## config.mk

```make
export PLATFORM = sky130hd
export DESIGN_NAME = axi_lite_s_flat
export DESIGN_NICKNAME = d
export VERILOG_FILES = /design/src/rtl/axi_lite_pkg.sv /design/src/rtl/axi_lite_s_if.sv /design/src/rtl/axi_lite_regfile.sv /design/src/rtl/axi_lite_s.sv /design/src/flat_wrapper.sv
export SDC_FILE = /design/constraint.sdc
export NUM_CORES = 1
export LEC_CHECK = 0
export CORE_ASPECT_RATIO = 1.5
export CORE_MARGIN = 2
export CORE_UTILIZATION = 35
export DETAILED_ROUTE_END_ITERATION = 10
export GPL_ROUTABILITY_DRIVEN = 0
export SETUP_SLACK_MARGIN = 0.15
export SLEW_MARGIN = 10
export SYNTH_ARGS = -nofsm -noshare
export SYNTH_HDL_FRONTEND = slang
export SYNTH_HIERARCHICAL = 1
export SYNTH_SLANG_ARGS = --single-unit
```

## constraint.sdc

```tcl
create_clock -name aclk -period 11.2 [get_ports aclk]
set_input_delay 2.24 -clock aclk [delete_from_list [all_inputs] [get_ports aclk]]
set_output_delay 2.24 -clock aclk [all_outputs]
set_load 0.01 [all_outputs]
```

## src/rtl/axi_lite_pkg.sv

```systemverilog
// Shared constants and types for the AXI4-Lite register slave.
package axi_lite_pkg;

    localparam int DATA_W = 32;
    localparam int STRB_W = 4;

    localparam logic [1:0] RESP_OKAY   = 2'b00;
    localparam logic [1:0] RESP_SLVERR = 2'b10;

    localparam logic [0:0] W_IDLE = 1'b0;
    localparam logic [0:0] W_RESP = 1'b1;
    localparam logic [0:0] R_IDLE = 1'b0;
    localparam logic [0:0] R_DATA = 1'b1;

    // Write address and data latched independently until both have arrived.
    typedef struct packed {
        logic [31:0]       addr;
        logic [DATA_W-1:0] data;
        logic [STRB_W-1:0] strb;
    } wr_req_t;

endpackage

```

## src/rtl/axi_lite_s_if.sv

```systemverilog
// AXI4-Lite channel bundle between a master and the register slave.
interface axi_lite_s_if;
    import axi_lite_pkg::*;

    logic [31:0]       s_axi_awaddr;
    logic [2:0]        s_axi_awprot;
    logic              s_axi_awvalid;
    logic              s_axi_awready;
    logic [DATA_W-1:0] s_axi_wdata;
    logic [STRB_W-1:0] s_axi_wstrb;
    logic              s_axi_wvalid;
    logic              s_axi_wready;
    logic [1:0]        s_axi_bresp;
    logic              s_axi_bvalid;
    logic              s_axi_bready;
    logic [31:0]       s_axi_araddr;
    logic [2:0]        s_axi_arprot;
    logic              s_axi_arvalid;
    logic              s_axi_arready;
    logic [DATA_W-1:0] s_axi_rdata;
    logic [1:0]        s_axi_rresp;
    logic              s_axi_rvalid;
    logic              s_axi_rready;

    modport slave (
        input  s_axi_awaddr, s_axi_awprot, s_axi_awvalid,
        input  s_axi_wdata, s_axi_wstrb, s_axi_wvalid,
        input  s_axi_bready,
        input  s_axi_araddr, s_axi_arprot, s_axi_arvalid,
        input  s_axi_rready,
        output s_axi_awready, s_axi_wready,
        output s_axi_bresp, s_axi_bvalid,
        output s_axi_arready,
        output s_axi_rdata, s_axi_rresp, s_axi_rvalid
    );

    modport master (
        output s_axi_awaddr, s_axi_awprot, s_axi_awvalid,
        output s_axi_wdata, s_axi_wstrb, s_axi_wvalid,
        output s_axi_bready,
        output s_axi_araddr, s_axi_arprot, s_axi_arvalid,
        output s_axi_rready,
        input  s_axi_awready, s_axi_wready,
        input  s_axi_bresp, s_axi_bvalid,
        input  s_axi_arready,
        input  s_axi_rdata, s_axi_rresp, s_axi_rvalid
    );

endinterface

```

## src/rtl/axi_lite_regfile.sv

```systemverilog
// NREGS x 32-bit register bank: byte-strobed write port, combinational read.
module axi_lite_regfile
    import axi_lite_pkg::*;
#(
    parameter int NREGS = 8,
    parameter int IDXW  = $clog2(NREGS)
) (
    input  logic                    clk,
    input  logic                    rst,
    input  logic                    we,
    input  logic [IDXW-1:0]         widx,
    input  logic [DATA_W-1:0]       wdata,
    input  logic [STRB_W-1:0]       wstrb,
    input  logic [IDXW-1:0]         ridx,
    output logic [DATA_W-1:0]       rdata,
    output logic [NREGS*DATA_W-1:0] regs
);

    logic [NREGS-1:0][DATA_W-1:0] mem;

    always_ff @(posedge clk or posedge rst) begin
        if (rst) begin
            mem <= '0;
        end else if (we) begin
            for (int k = 0; k < STRB_W; k++)
                if (wstrb[k]) mem[widx][8*k +: 8] <= wdata[8*k +: 8];
        end
    end

    assign rdata = mem[ridx];
    assign regs  = mem;

endmodule

```

## src/rtl/axi_lite_s.sv

```systemverilog
// AXI4-Lite slave over a register bank; independent write and read FSMs.
module axi_lite_s
    import axi_lite_pkg::*;
#(
    parameter  int NREGS = 8,
    localparam int IDXW  = $clog2(NREGS)
) (
    input  logic                    aclk,
    input  logic                    areset,
    axi_lite_s_if.slave             s_axi,
    output logic [NREGS*DATA_W-1:0] usr_regs,
    output logic                    usr_wpulse,
    output logic [IDXW-1:0]         usr_widx
);

    function automatic logic in_range(input logic [31:0] addr);
        return addr[31:IDXW+2] == '0;
    endfunction

    logic [0:0]        w_state, r_state;
    logic              aw_got, w_got;
    wr_req_t           w_req;
    logic              awready, wready, bvalid, arready, rvalid;
    logic [1:0]        bresp, rresp;
    logic [DATA_W-1:0] rdata, rf_rdata;
    logic              aw_hs, w_hs, ar_hs, commit, w_ok;
    logic [IDXW-1:0]   w_idx, r_idx;

    assign aw_hs  = s_axi.s_axi_awvalid & awready;
    assign w_hs   = s_axi.s_axi_wvalid & wready;
    assign ar_hs  = s_axi.s_axi_arvalid & arready;
    assign w_idx  = w_req.addr[IDXW+1:2];
    assign r_idx  = s_axi.s_axi_araddr[IDXW+1:2];
    assign w_ok   = in_range(w_req.addr);
    assign commit = (w_state == W_IDLE) & aw_got & w_got;

    axi_lite_regfile #(.NREGS(NREGS), .IDXW(IDXW)) u_regfile (
        .clk   (aclk),
        .rst   (areset),
        .we    (commit & w_ok),
        .widx  (w_idx),
        .wdata (w_req.data),
        .wstrb (w_req.strb),
        .ridx  (r_idx),
        .rdata (rf_rdata),
        .regs  (usr_regs)
    );

    always_ff @(posedge aclk or posedge areset) begin
        if (areset) begin
            w_state    <= W_IDLE;
            aw_got     <= 1'b0;
            w_got      <= 1'b0;
            w_req      <= '0;
            awready    <= 1'b0;
            wready     <= 1'b0;
            bvalid     <= 1'b0;
            bresp      <= RESP_OKAY;
            usr_wpulse <= 1'b0;
            usr_widx   <= '0;
        end else begin
            usr_wpulse <= 1'b0;
            case (w_state)
                W_IDLE: begin
                    if (aw_hs) begin
                        aw_got     <= 1'b1;
                        w_req.addr <= s_axi.s_axi_awaddr;
                    end
                    if (w_hs) begin
                        w_got      <= 1'b1;
                        w_req.data <= s_axi.s_axi_wdata;
                        w_req.strb <= s_axi.s_axi_wstrb;
                    end
                    // Readies are already low here: both flags are set.
                    if (commit) begin
                        bvalid     <= 1'b1;
                        bresp      <= w_ok ? RESP_OKAY : RESP_SLVERR;
                        usr_wpulse <= w_ok;
                        if (w_ok) usr_widx <= w_idx;
                        w_state    <= W_RESP;
                    end else begin
                        awready <= !(aw_got | aw_hs);
                        wready  <= !(w_got | w_hs);
                    end
                end
                W_RESP: begin
                    if (s_axi.s_axi_bready) begin
                        bvalid  <= 1'b0;
                        aw_got  <= 1'b0;
                        w_got   <= 1'b0;
                        awready <= 1'b1;
                        wready  <= 1'b1;
                        w_state <= W_IDLE;
                    end
                end
                default: w_state <= W_IDLE;
            endcase
        end
    end

    // rdata samples the bank before a same-edge commit lands.
    always_ff @(posedge aclk or posedge areset) begin
        if (areset) begin
            r_state <= R_IDLE;
            arready <= 1'b0;
            rvalid  <= 1'b0;
            rdata   <= '0;
            rresp   <= RESP_OKAY;
        end else begin
            case (r_state)
                R_IDLE: begin
                    if (ar_hs) begin
                        rdata   <= in_range(s_axi.s_axi_araddr) ? rf_rdata : '0;
                        rresp   <= in_range(s_axi.s_axi_araddr) ? RESP_OKAY : RESP_SLVERR;
                        rvalid  <= 1'b1;
                        arready <= 1'b0;
                        r_state <= R_DATA;
                    end else begin
                        arready <= 1'b1;
                    end
                end
                R_DATA: begin
                    if (s_axi.s_axi_rready) begin
                        rvalid  <= 1'b0;
                        arready <= 1'b1;
                        r_state <= R_IDLE;
                    end
                end
                default: r_state <= R_IDLE;
            endcase
        end
    end

    assign s_axi.s_axi_awready = awready;
    assign s_axi.s_axi_wready  = wready;
    assign s_axi.s_axi_bvalid  = bvalid;
    assign s_axi.s_axi_bresp   = bresp;
    assign s_axi.s_axi_arready = arready;
    assign s_axi.s_axi_rvalid  = rvalid;
    assign s_axi.s_axi_rdata   = rdata;
    assign s_axi.s_axi_rresp   = rresp;

    logic unused;
    assign unused = ^{s_axi.s_axi_awprot, s_axi.s_axi_arprot, w_req.addr[1:0],
                      s_axi.s_axi_araddr[1:0]};

endmodule

```

## src/flat_wrapper.sv

```systemverilog
// flat-port wrapper written by rule: the top's interface ports become plain ports
module axi_lite_s_flat import axi_lite_pkg::*;
#(
    parameter  int NREGS = 8,
    localparam int IDXW  = $clog2(NREGS)
)
  (aclk, areset, usr_regs, usr_wpulse, usr_widx, s_axi_s_axi_awaddr, s_axi_s_axi_awprot, s_axi_s_axi_awvalid, s_axi_s_axi_wdata, s_axi_s_axi_wstrb, s_axi_s_axi_wvalid, s_axi_s_axi_bready, s_axi_s_axi_araddr, s_axi_s_axi_arprot, s_axi_s_axi_arvalid, s_axi_s_axi_rready, s_axi_s_axi_awready, s_axi_s_axi_wready, s_axi_s_axi_bresp, s_axi_s_axi_bvalid, s_axi_s_axi_arready, s_axi_s_axi_rdata, s_axi_s_axi_rresp, s_axi_s_axi_rvalid);
  axi_lite_s_if s_axi_i ();
  input  logic aclk;
  input  logic areset;
  output logic [NREGS*DATA_W-1:0] usr_regs;
  output logic usr_wpulse;
  output logic [IDXW-1:0] usr_widx;
  input wire logic [$bits(s_axi_i.s_axi_awaddr)-1:0] s_axi_s_axi_awaddr;
  input wire logic [$bits(s_axi_i.s_axi_awprot)-1:0] s_axi_s_axi_awprot;
  input wire logic [$bits(s_axi_i.s_axi_awvalid)-1:0] s_axi_s_axi_awvalid;
  input wire logic [$bits(s_axi_i.s_axi_wdata)-1:0] s_axi_s_axi_wdata;
  input wire logic [$bits(s_axi_i.s_axi_wstrb)-1:0] s_axi_s_axi_wstrb;
  input wire logic [$bits(s_axi_i.s_axi_wvalid)-1:0] s_axi_s_axi_wvalid;
  input wire logic [$bits(s_axi_i.s_axi_bready)-1:0] s_axi_s_axi_bready;
  input wire logic [$bits(s_axi_i.s_axi_araddr)-1:0] s_axi_s_axi_araddr;
  input wire logic [$bits(s_axi_i.s_axi_arprot)-1:0] s_axi_s_axi_arprot;
  input wire logic [$bits(s_axi_i.s_axi_arvalid)-1:0] s_axi_s_axi_arvalid;
  input wire logic [$bits(s_axi_i.s_axi_rready)-1:0] s_axi_s_axi_rready;
  output wire logic [$bits(s_axi_i.s_axi_awready)-1:0] s_axi_s_axi_awready;
  output wire logic [$bits(s_axi_i.s_axi_wready)-1:0] s_axi_s_axi_wready;
  output wire logic [$bits(s_axi_i.s_axi_bresp)-1:0] s_axi_s_axi_bresp;
  output wire logic [$bits(s_axi_i.s_axi_bvalid)-1:0] s_axi_s_axi_bvalid;
  output wire logic [$bits(s_axi_i.s_axi_arready)-1:0] s_axi_s_axi_arready;
  output wire logic [$bits(s_axi_i.s_axi_rdata)-1:0] s_axi_s_axi_rdata;
  output wire logic [$bits(s_axi_i.s_axi_rresp)-1:0] s_axi_s_axi_rresp;
  output wire logic [$bits(s_axi_i.s_axi_rvalid)-1:0] s_axi_s_axi_rvalid;
  assign s_axi_i.s_axi_awaddr = s_axi_s_axi_awaddr;
  assign s_axi_i.s_axi_awprot = s_axi_s_axi_awprot;
  assign s_axi_i.s_axi_awvalid = s_axi_s_axi_awvalid;
  assign s_axi_i.s_axi_wdata = s_axi_s_axi_wdata;
  assign s_axi_i.s_axi_wstrb = s_axi_s_axi_wstrb;
  assign s_axi_i.s_axi_wvalid = s_axi_s_axi_wvalid;
  assign s_axi_i.s_axi_bready = s_axi_s_axi_bready;
  assign s_axi_i.s_axi_araddr = s_axi_s_axi_araddr;
  assign s_axi_i.s_axi_arprot = s_axi_s_axi_arprot;
  assign s_axi_i.s_axi_arvalid = s_axi_s_axi_arvalid;
  assign s_axi_i.s_axi_rready = s_axi_s_axi_rready;
  assign s_axi_s_axi_awready = s_axi_i.s_axi_awready;
  assign s_axi_s_axi_wready = s_axi_i.s_axi_wready;
  assign s_axi_s_axi_bresp = s_axi_i.s_axi_bresp;
  assign s_axi_s_axi_bvalid = s_axi_i.s_axi_bvalid;
  assign s_axi_s_axi_arready = s_axi_i.s_axi_arready;
  assign s_axi_s_axi_rdata = s_axi_i.s_axi_rdata;
  assign s_axi_s_axi_rresp = s_axi_i.s_axi_rresp;
  assign s_axi_s_axi_rvalid = s_axi_i.s_axi_rvalid;
  axi_lite_s #(.NREGS(NREGS)) u_core (.aclk(aclk), .areset(areset), .s_axi(s_axi_i), .usr_regs(usr_regs), .usr_wpulse(usr_wpulse), .usr_widx(usr_widx));
endmodule
```

# After elaboration in Yosys (flattened, before gate mapping)
# Index checks and enable logic that the tools add are counted.
# W data, S select, Z words.
[classes]
n_reduce_logical = 15
order_cmp = 3
n_bitwise = 10
eq_ne = 7
mux = 50
[ops]
columns = ["op", "n"]
rows = [
  ["$mux W256", 7],
  ["$bwmux W256", 4],
  ["$demux W32 S3", 4],
  ["$bmux W32 S3", 1],
  ["$mux W32", 3],
  ["$logic_not A27 Y1", 2],
  ["$mux W24", 1],
  ["$pmux W1 S2", 9],
  ["$reduce_and A2 Y1", 9],
  ["$mux W1", 17],
  ["$mux W16", 1],
  ["$lt A3 B4 Y1 const B", 2],
  ["$mux W8", 1],
  ["$ne A2 B1 Y1 const B", 4],
  ["$and A1 B1 Y1", 6],
  ["$ne A2 B2 Y1 const B", 3],
  ["$mux W2", 2],
  ["$ge A3 B1 Y1 const B", 1],
  ["$reduce_and A3 Y1", 1],
  ["$logic_not A1 Y1", 2],
  ["$not A1 Y1", 2],
  ["$or A1 B1 Y1", 2],
  ["$logic_and A1 B1 Y1", 1],
]
[word_totals]
wordCells = 110
out_inout_bits = 301
reg_bits = 373
input_bits = 113

# Depth between registers and ports, before layout
# Gate-level depths: netlist of run 1.
[depth]
depth_word = 15
ltp_mapped = 8
depth_no_buf = 6

# Modules after synthesis
# The synthesis of run 1 kept the hierarchy.
[by_module_without_submodules]
columns = ["module", "n_inst", "seq_area_each_um2", "area_per_inst_um2", "cells_per_inst"]
rows = [
  ["axi_lite_regfile", 1, 6406.1, 11501.0, 680],
  ["axi_lite_s", 1, 2827.7, 4566.9, 349],
]

# Worst setup path before layout of run 1
# Ideal clock, no wire load.
[synth_timing]
path_kind = "in2reg"
startpoint = "input s_axi_s_axi_araddr[2]"
endpoint = "register u_core.rdata[31] (netlist: u_core/s_axi.s_axi_rdata[31])"
required_ns = 11.072
cell_stages = 6
t_arrival_ns = 3.631
setup_time_ns = 0.128
slack_ns = 7.441
path_buffers = 2
cell_sequence = "buf_2 > buf_2 > mux4_2 > mux2_2 > nand2_1 > o21ai_0"
[synth_via]
elab_chain_len = 3
[synth_lines]
columns = ["item", "line_no", "text"]
rows = [
  ["start, declared", "flat_wrapper.sv:21", "input wire logic [$bits(s_axi_i.s_axi_araddr)-1:0] s_axi_s_axi_araddr;"],
  ["$bmux W32 S3", "axi_lite_regfile.sv:30", "assign rdata = mem[ridx];"],
  ["$mux W32 (not written as such)", "axi_lite_regfile.sv:30", ""],
  ["named net u_core.rf_rdata[31]", "axi_lite_s.sv:25", "logic [DATA_W-1:0] rdata, rf_rdata;"],
  ["$mux W32", "axi_lite_s.sv:113", "rdata <= in_range(s_axi.s_axi_araddr) ? rf_rdata : '0;"],
  ["end signal, assigned", "axi_lite_s.sv:113", ""],
  ["end, declared", "axi_lite_s.sv:25", ""],
]
# The timed path passes the listed nets, and every way through them passes these cells. The select of a mux whose other input is x is not followed.
# A chain may end at the register's enable or synchronous reset.

# Worst setup path in the final report of run 1
[layout_timing]
startpoint = "input s_axi_s_axi_araddr[12]"
endpoint = "register u_core.rresp[1] (netlist: u_core/s_axi.s_axi_rresp[1])"
[layout_via]
elab_chain_len = 2
[layout_lines]
columns = ["item", "line_no", "text"]
rows = [
  ["$logic_not A27 Y1", "axi_lite_s.sv:17", "return addr[31:IDXW+2] == '0;"],
  ["$mux W2", "axi_lite_s.sv:114", "rresp <= in_range(s_axi.s_axi_araddr) ? RESP_OKAY : RESP_SLVERR;"],
  ["end signal, assigned", "axi_lite_s.sv:114", ""],
  ["end, declared", "axi_lite_s.sv:24", "logic [1:0] bresp, rresp;"],
]
# No other way between the ends.

==> results of run 1 <==
-- state kept, by name, indices dropped and copies added (netlist names) --
| name | count |
|---|---|
| u_core/s_axi.s_axi_arready | 1 |
| u_core/r_state | 1 |
| u_core/w_state | 1 |
| u_core/s_axi.s_axi_awready | 1 |
| u_core/s_axi.s_axi_rdata | 32 |
| u_core/w_req | 63 |
| u_core/s_axi.s_axi_bresp | 1 |
| u_core/w_idx | 3 |
| u_core/s_axi.s_axi_rresp | 1 |
| u_core/w_got | 1 |
| u_core/s_axi.s_axi_wready | 1 |
| u_core/s_axi.s_axi_bvalid | 1 |
| u_core/s_axi.s_axi_rvalid | 1 |
| u_core/u_regfile/regs | 256 |
| u_core/usr_wpulse | 1 |
| u_core/usr_widx | 3 |
| u_core/aw_got | 1 |
-- where the power goes --
| group | internal, W | switching, W | total [W] |
|---|---|---|---|
| registers | 0.00147 | 0.000207 | 0.00168 |
| logic | 0.000208 | 0.000199 | 0.000407 |
| clock network | 0.000748 | 0.000536 | 0.00128 |
-- path summary, 6_finish.rpt --
kind	start	endpoint	slack (ns)	cells after the start
setup / recovery	s_axi_s_axi_araddr[12]	u_core/s_axi.s_axi_rresp[1]$_DFFE_PP0P_	6.83	5
min in group asynchronous	areset	u_core/w_req[31]$_DFFE_PP0P_	2.37	2
hold reg to reg	u_core/s_axi.s_axi_rdata[28]$_DFFE_PP0P_	u_core/s_axi.s_axi_rdata[28]$_DFFE_PP0P_	0.47	2
max in group asynchronous	areset	u_core/u_regfile/regs[108]$_DFFE_PP0P_	7.50	3
hold / removal	u_core/s_axi.s_axi_rdata[28]$_DFFE_PP0P_	u_core/s_axi.s_axi_rdata[28]$_DFFE_PP0P_	0.47	2
setup reg to reg	u_core/w_req[63]$_DFFE_PP0P_	u_core/u_regfile/regs[20]$_DFFE_PP0P_	8.03	6
-- cell type report --
type	instances	area [um2]	area share, %
repair buffers	408	4069	18.56
inverters	5	31.28	0.1427
diodes	3	7.507	0.03424
clock buffers	58	1170	5.336
flip-flops and latches	369	9234	42.12
multi-input cells	609	6580	30.01
clock inverters	12	97.59	0.4451
well taps	588	735.7	3.356
-- cells by family (layout without fill, tap and decap cells) --
family | Yosys count | count (layout) | share of synthesized area [%]
muxes | 422 | 422 | 34.13
AOI/OAI and AO/OA | 39 | 39 | 1.955
DFF | 369 | 369 | 57.47
and+or+nand+nor | 146 | 146 | 4.781
buffers and inverters | 52 | 483 | 1.643
other | 1 | 5 | 0.02334
-- layout by cell type, fill, tap and decap left out, types with 9 or more instances in the layout --
cell type / instances
sky130_fd_sc_hd__dfrtp_1: 369
sky130_fd_sc_hd__clkbuf_16: 41
sky130_fd_sc_hd__nor4_1: 10
sky130_fd_sc_hd__clkbuf_1: 9
sky130_fd_sc_hd__nor2_2: 24
sky130_fd_sc_hd__nand2_1: 73
sky130_fd_sc_hd__mux2_2: 355
sky130_fd_sc_hd__o21ai_2: 30
sky130_fd_sc_hd__clkdlybuf4s50_1: 398
sky130_fd_sc_hd__mux4_2: 64
-- through the flow --
stage / power (W) / instance area (um2)
after detailed placement: 0.002119 / 20650
after CTS: 0.003417 / 21920
after global placement: 0.002102 / 20650
after floorplan: 0.001909 / 16070
after global routing: 0.003533 / 21920
final: 0.003369 / 21920
-- per-layer routing --
metal  track usage (%)  vias up  wire, um
li1                  -     4590         -
met1             25.21     5478     19210
met2             37.73      330     26660
met3             4.601       88      2984
met4             8.943        2      2118
met5                 0        -        16
-- worst reg2reg max path, delay by kind of cell (launching register included) --
| family | cells | cell delay, ns |
|---|---|---|
| AND/OR/NAND/NOR | 5 | 2.27 |
| multiplexers | 1 | 0.43 |
| flip-flops | 1 | 0.37 |
==> flow_summary.ini, run 1 <==
[run_status]
result_of_the_run = finished, final reports clean

[sta]
fin_tns_setup_ns = 0
achievable-frequency_mhz = 228.6
final.period_utilization_pct = 39.06
maxSlewHeadroom_pct = 28.86
timing.final.crit_period_ns = 4.374
grt_setup_unrepaired = false
worst_slack_ns = 6.826
maxSlewViolCount = 0
finClkSkew_ns = 0.01501
holdWs_ns = 0.4745
worst-slew-pin-transition_ns = 1.061
setup-violations-final = 0
report.final.hold_viol_count = 0

[clock_tree]
htreeDepth = 2
cts.sinks = 369
cts-hold-fix-buffers = 0
clock_root_buffer = sky130_fd_sc_hd__clkbuf_16
post_cts.resized_instances = 0
cts_max_path_buffers = 3
worstSkewPairLatency_ns = 0.53
tritoncts = built
cts_buffers = 39
cts_setup_buffers = 0
worst_setup_hold_path_clk_slew_ns = 0.06

[power_and_ir_drop]
power.static_leakage_nw = 9.636
power_per_cell_area_nw_per_um2 = 153.7
vdd_drop_max_mv = 0.1563

[global_route]
wire_length_of_the_first_global_routing_pass_um = 75100
grt.total_usage_pct = 21.49
initial_antenna_violation_count = 4
number_of_global_route_vias_before_repair = 11320
grt_overflow = 0
largest_net_degree_at_the_start_of_global_routing = 134

[synth]
ys_async_sr_fraction_pct = 100.0
avgSynthCellArea_um2 = 15.62
synth_top_area_cell = sky130_fd_sc_hd__dfrtp_1
yosysMostFrequentCell = sky130_fd_sc_hd__dfrtp_1
number_of_enable_flip_flop_cells_after_synthesis = 0
yosys-top-cells-count = sky130_fd_sc_hd__dfrtp_1 (369), sky130_fd_sc_hd__mux2_2 (355), sky130_fd_sc_hd__nand2_1 (73), sky130_fd_sc_hd__mux4_2 (64), sky130_fd_sc_hd__o21ai_2 (30)
synth_warnings = 6
post_synth_inst_count = 1029
postSynthRegisterBits = 369
sequential_share_of_the_synthesized_area_pct = 57.47
post_synthesis_instance_area_um2 = 16070
synthTopCellsByArea = sky130_fd_sc_hd__dfrtp_1 (57%), sky130_fd_sc_hd__mux2_2 (25%), sky130_fd_sc_hd__mux4_2 (9.0%), sky130_fd_sc_hd__nand2_1 (1.7%), sky130_fd_sc_hd__o21ai_2 (1.6%)
synthFlopType = sky130_fd_sc_hd__dfrtp_1
post-synth-top-area-fraction_pct = 57.47
yosys.cell_types.count = 34

[detailed_routing]
route.antenna.remaining_nets = 0
first_iter_violations = 393
routedWlPerCell_um = 24.85
vias_per_cell = 5.111
vias = 10490
drc = 0
postRouteWirelength_um = 50990
firstDrtPassIters = 6

[setup_path]
crit_path_max_fanout = 33
cp.arrival_ns = 4.78
cpPeakStageDelay_ns = 0.81
required_time_reported_for_the_critical_path_endpoint_ns = 11.61
crit_type = in -> reg
timing.critical_path.cells = clkdlybuf4s50_1, nor4_1, and4_1, nand4_4, mux2_2
cp-end-kind = register
cp_top_family = simple AND/OR/NAND/NOR gates
crit_slowest_cell = sky130_fd_sc_hd__nand4_4
worst_setup_sp_type = input pin
timing.critical_path.buf_inv = 1

[job]
max_cap_viol_count = 0

[cells_and_area]
finalNonFillerCells = 2052
nFillCells = 4012
postLayoutCoreUtil_pct = 48.16
synthToLayoutAreaGrowth_pct = 36.45
final_layout_size_suffix_gt1_share_pct = 38.26
num-nets-final = 1545

[placement]
placed_cells_incl_taps = 1979
pre_cts_slack_ns = 6.189
dpl.hpwl_um = 34500
portbufs = 401

[floorplanning]
die_h_um = 266.4
initial_core_util_pct = 35.30
floorplan.die.width_um = 178.9
placementRows = 96
fp.coreArea_um2 = 45520
design.portCount = 414
design.die.area_um2 = 47670

[min_path]
worst_hold_path_type = reg -> reg
Power figures use the tool's default switching activity.
==> run 2: changes to the inputs <==
- clock period: 11.2 -> 4.05 ns (I/O delays scaled with it)
==> run 2 against run 1 <==
Compared with the run above:
- critical path depth grew 1
- count of clock-buffer cells in the layout grew 1
- critical path type is now reg -> reg
- global-route usage grew 0.12 points
- sequential power grew to 2.8 times the previous value
- clock power grew to 2.7 times the previous value
- worst setup slack lost 5.7 ns
- flip-flop and latch count is the same
- die area is the same
- largest power group unchanged
==> flow_summary.ini, run 2 (synthesis results as in run 1) <==
[run_status]
result_of_the_run = finished, final reports clean

[global_route]
largest_net_degree_at_the_start_of_global_routing = 96
grt_overflow = 0
grt.total_usage_pct = 21.60
globalRoute.busiestLayer = met2
initial_antenna_violation_count = 4
grt_use_met3_pct = 4.430
globalRouteMet2Util_pct = 39.10
grt.met1_usage_pct = 24.48
number_of_global_route_vias_before_repair = 11470
wire_length_of_the_first_global_routing_pass_um = 75180

[sta]
setup-violations-final = 0
report.final.hold_viol_count = 0
maxSlewHeadroom_pct = 29.37
timing.final.crit_period_ns = 2.926
maxSlewViolCount = 0
final.period_utilization_pct = 72.25
achievable-frequency_mhz = 341.7
worst-slew-pin-transition_ns = 1.059
grt_setup_unrepaired = false
finClkSkew_ns = 0.01414

[setup_path]
timing.reg2reg.worst_path_depth = 6
cp-end-kind = register
cpPeakStageDelay_ns = 0.63
crit_type = reg -> reg
crit_slowest_cell = sky130_fd_sc_hd__nor2_2
timing.critical_path.cells = nor4_1, nand4_1, nor2_4, nand3b_1, nor2_2, mux2_2
cp.arrival_ns = 3.34
required_time_reported_for_the_critical_path_endpoint_ns = 4.47
worst_setup_sp_type = register
crit_path_max_fanout = 12

[power_and_ir_drop]
intPower_w = 0.006681
sequentialPowerShare_pct = 50.1
power.static_leakage_nw = 9.697
totalPowerFinal_w = 0.009249
swShare_pct = 27.76
vdd_drop_max_mv = 0.4700
combinationalPowerShare_pct = 12.5
net-switching-power_w = 0.002568
clock_power_share_pct = 37.3
power_per_cell_area_nw_per_um2 = 419.7

[detailed_routing]
route.antenna.remaining_nets = 0
drc = 0
routedWlPerCell_um = 24.87
first_iter_violations = 408
firstDrtPassIters = 4
postRouteWirelength_um = 51230
vias_per_cell = 5.095
vias = 10500

[floorplanning]
floorplan.die.width_um = 178.9
initial_core_util_pct = 35.30
die_h_um = 266.4
placementRows = 96
design.portCount = 414
design.die.area_um2 = 47670
fp.coreArea_um2 = 45520

[clock_tree]
cts_setup_buffers = 0
cts.sinks = 369
cts_buffers = 39
clock_root_buffer = sky130_fd_sc_hd__clkbuf_16
post_cts.resized_instances = 0
cts_max_path_buffers = 3
tritoncts = built
htreeDepth = 2
worstSkewPairLatency_ns = 0.54
cts-hold-fix-buffers = 0
worst_setup_hold_path_clk_slew_ns = 0.06

[cells_and_area]
synthToLayoutAreaGrowth_pct = 37.16
area.sequential_um2 = 9234
num-nets-final = 1564
nFillCells = 4066
largest_register_ff_count = 256
final_layout_size_suffix_gt1_share_pct = 38.52
multi_input_comb_area_um2 = 6580
mostFrequentLayoutCells = sky130_fd_sc_hd__clkdlybuf4s50_1 (398), sky130_fd_sc_hd__dfrtp_1 (369), sky130_fd_sc_hd__mux2_2 (355), sky130_fd_sc_hd__nand2_1 (73), sky130_fd_sc_hd__mux4_2 (64)
most_frequent_standard_cell_in_the_layout_excluding_fill_and_tap_cells = sky130_fd_sc_hd__clkdlybuf4s50_1
inserted_diodes = 0
postLayoutCoreUtil_pct = 48.41
finalNonFillerCells = 2060

[min_path]
worst_hold_path_type = reg -> reg
hold_path_depth = 2

[job]
max_cap_viol_count = 0

[placement]
placed_cells_incl_taps = 1998
portbufs = 401
dpl.hpwl_um = 36110
## run 2: cell types whose count changed in the layout (fill, tap and decap cells not counted)
cell                       delta
sky130_fd_sc_hd__buf_4       +15
sky130_fd_sc_hd__clkinv_2     -7
sky130_fd_sc_hd__buf_12       +4
sky130_fd_sc_hd__clkbuf_1     +3
sky130_fd_sc_hd__diode_2      -3
sky130_fd_sc_hd__clkbuf_8     -2
sky130_fd_sc_hd__inv_6        -1
sky130_fd_sc_hd__inv_8        -1
## run 2: layer usage
metal	share of wire, %	vias up
li1	-	4617
met4	4.4	6
met5	0.072	-
met2	53	326
met3	5.5	95
met1	37	5452
## run 2: power by group through the flow
stage          registers [W]  clock network [W]  logic [W]
2_1_floorplan        0.00446                  0   0.000820
3_3_place_gp         0.00468                  0    0.00116
3_5_place_dp         0.00470                  0    0.00118
4_1_cts              0.00464            0.00357    0.00118
5_1_grt              0.00472            0.00370    0.00126
6_report             0.00464            0.00345    0.00116
## run 2: layout make-up
class	instances	share of cell area [%]
clock inverters	3	0.2101
inverters	5	0.1249
clock buffers	59	5.234
multi-input cells	609	29.86
repair buffers	427	19.34
well taps	588	3.338
flip-flops and latches	369	41.90
## run 2: worst max-delay path, delay by kind of cell, from the launching register on
family           cells  cell delay (ns)
DFF                  1             0.37
and+or+nand+nor      5             2.01
muxes                1             0.41
## run 2: path summary, 6_finish.rpt
path	startpoint	end	slack, ns
worst min-delay path	u_core/s_axi.s_axi_rdata[0]$_DFFE_PP0P_	u_core/s_axi.s_axi_rdata[0]$_DFFE_PP0P_	0.47
max in group asynchronous	areset	u_core/s_axi.s_axi_rdata[16]$_DFFE_PP0P_	2.19
worst max register to register	u_core/w_req[63]$_DFFE_PP0P_	u_core/u_regfile/regs[40]$_DFFE_PP0P_	1.12
worst max-delay path	u_core/w_req[63]$_DFFE_PP0P_	u_core/u_regfile/regs[40]$_DFFE_PP0P_	1.12
worst min register to register	u_core/s_axi.s_axi_rdata[0]$_DFFE_PP0P_	u_core/s_axi.s_axi_rdata[0]$_DFFE_PP0P_	0.47
min in group asynchronous	areset	u_core/u_regfile/regs[229]$_DFFE_PP0P_	0.95
## run 2: stage by stage
step / hold WS [ns] / setup TNS [ns] / worst slack (ns) / area, um2
after floorplan: 0.4414 / -33.70 / -0.1316 / 16080
after global placement: 0.4523 / 0 / 1.019 / 20840
after detailed placement: 0.4644 / 0 / 1.036 / 20840
after CTS: 0.4725 / 0 / 1.028 / 22040
after global routing: 0.4905 / 0 / 0.9472 / 22040
final: 0.4746 / 0 / 1.124 / 22040
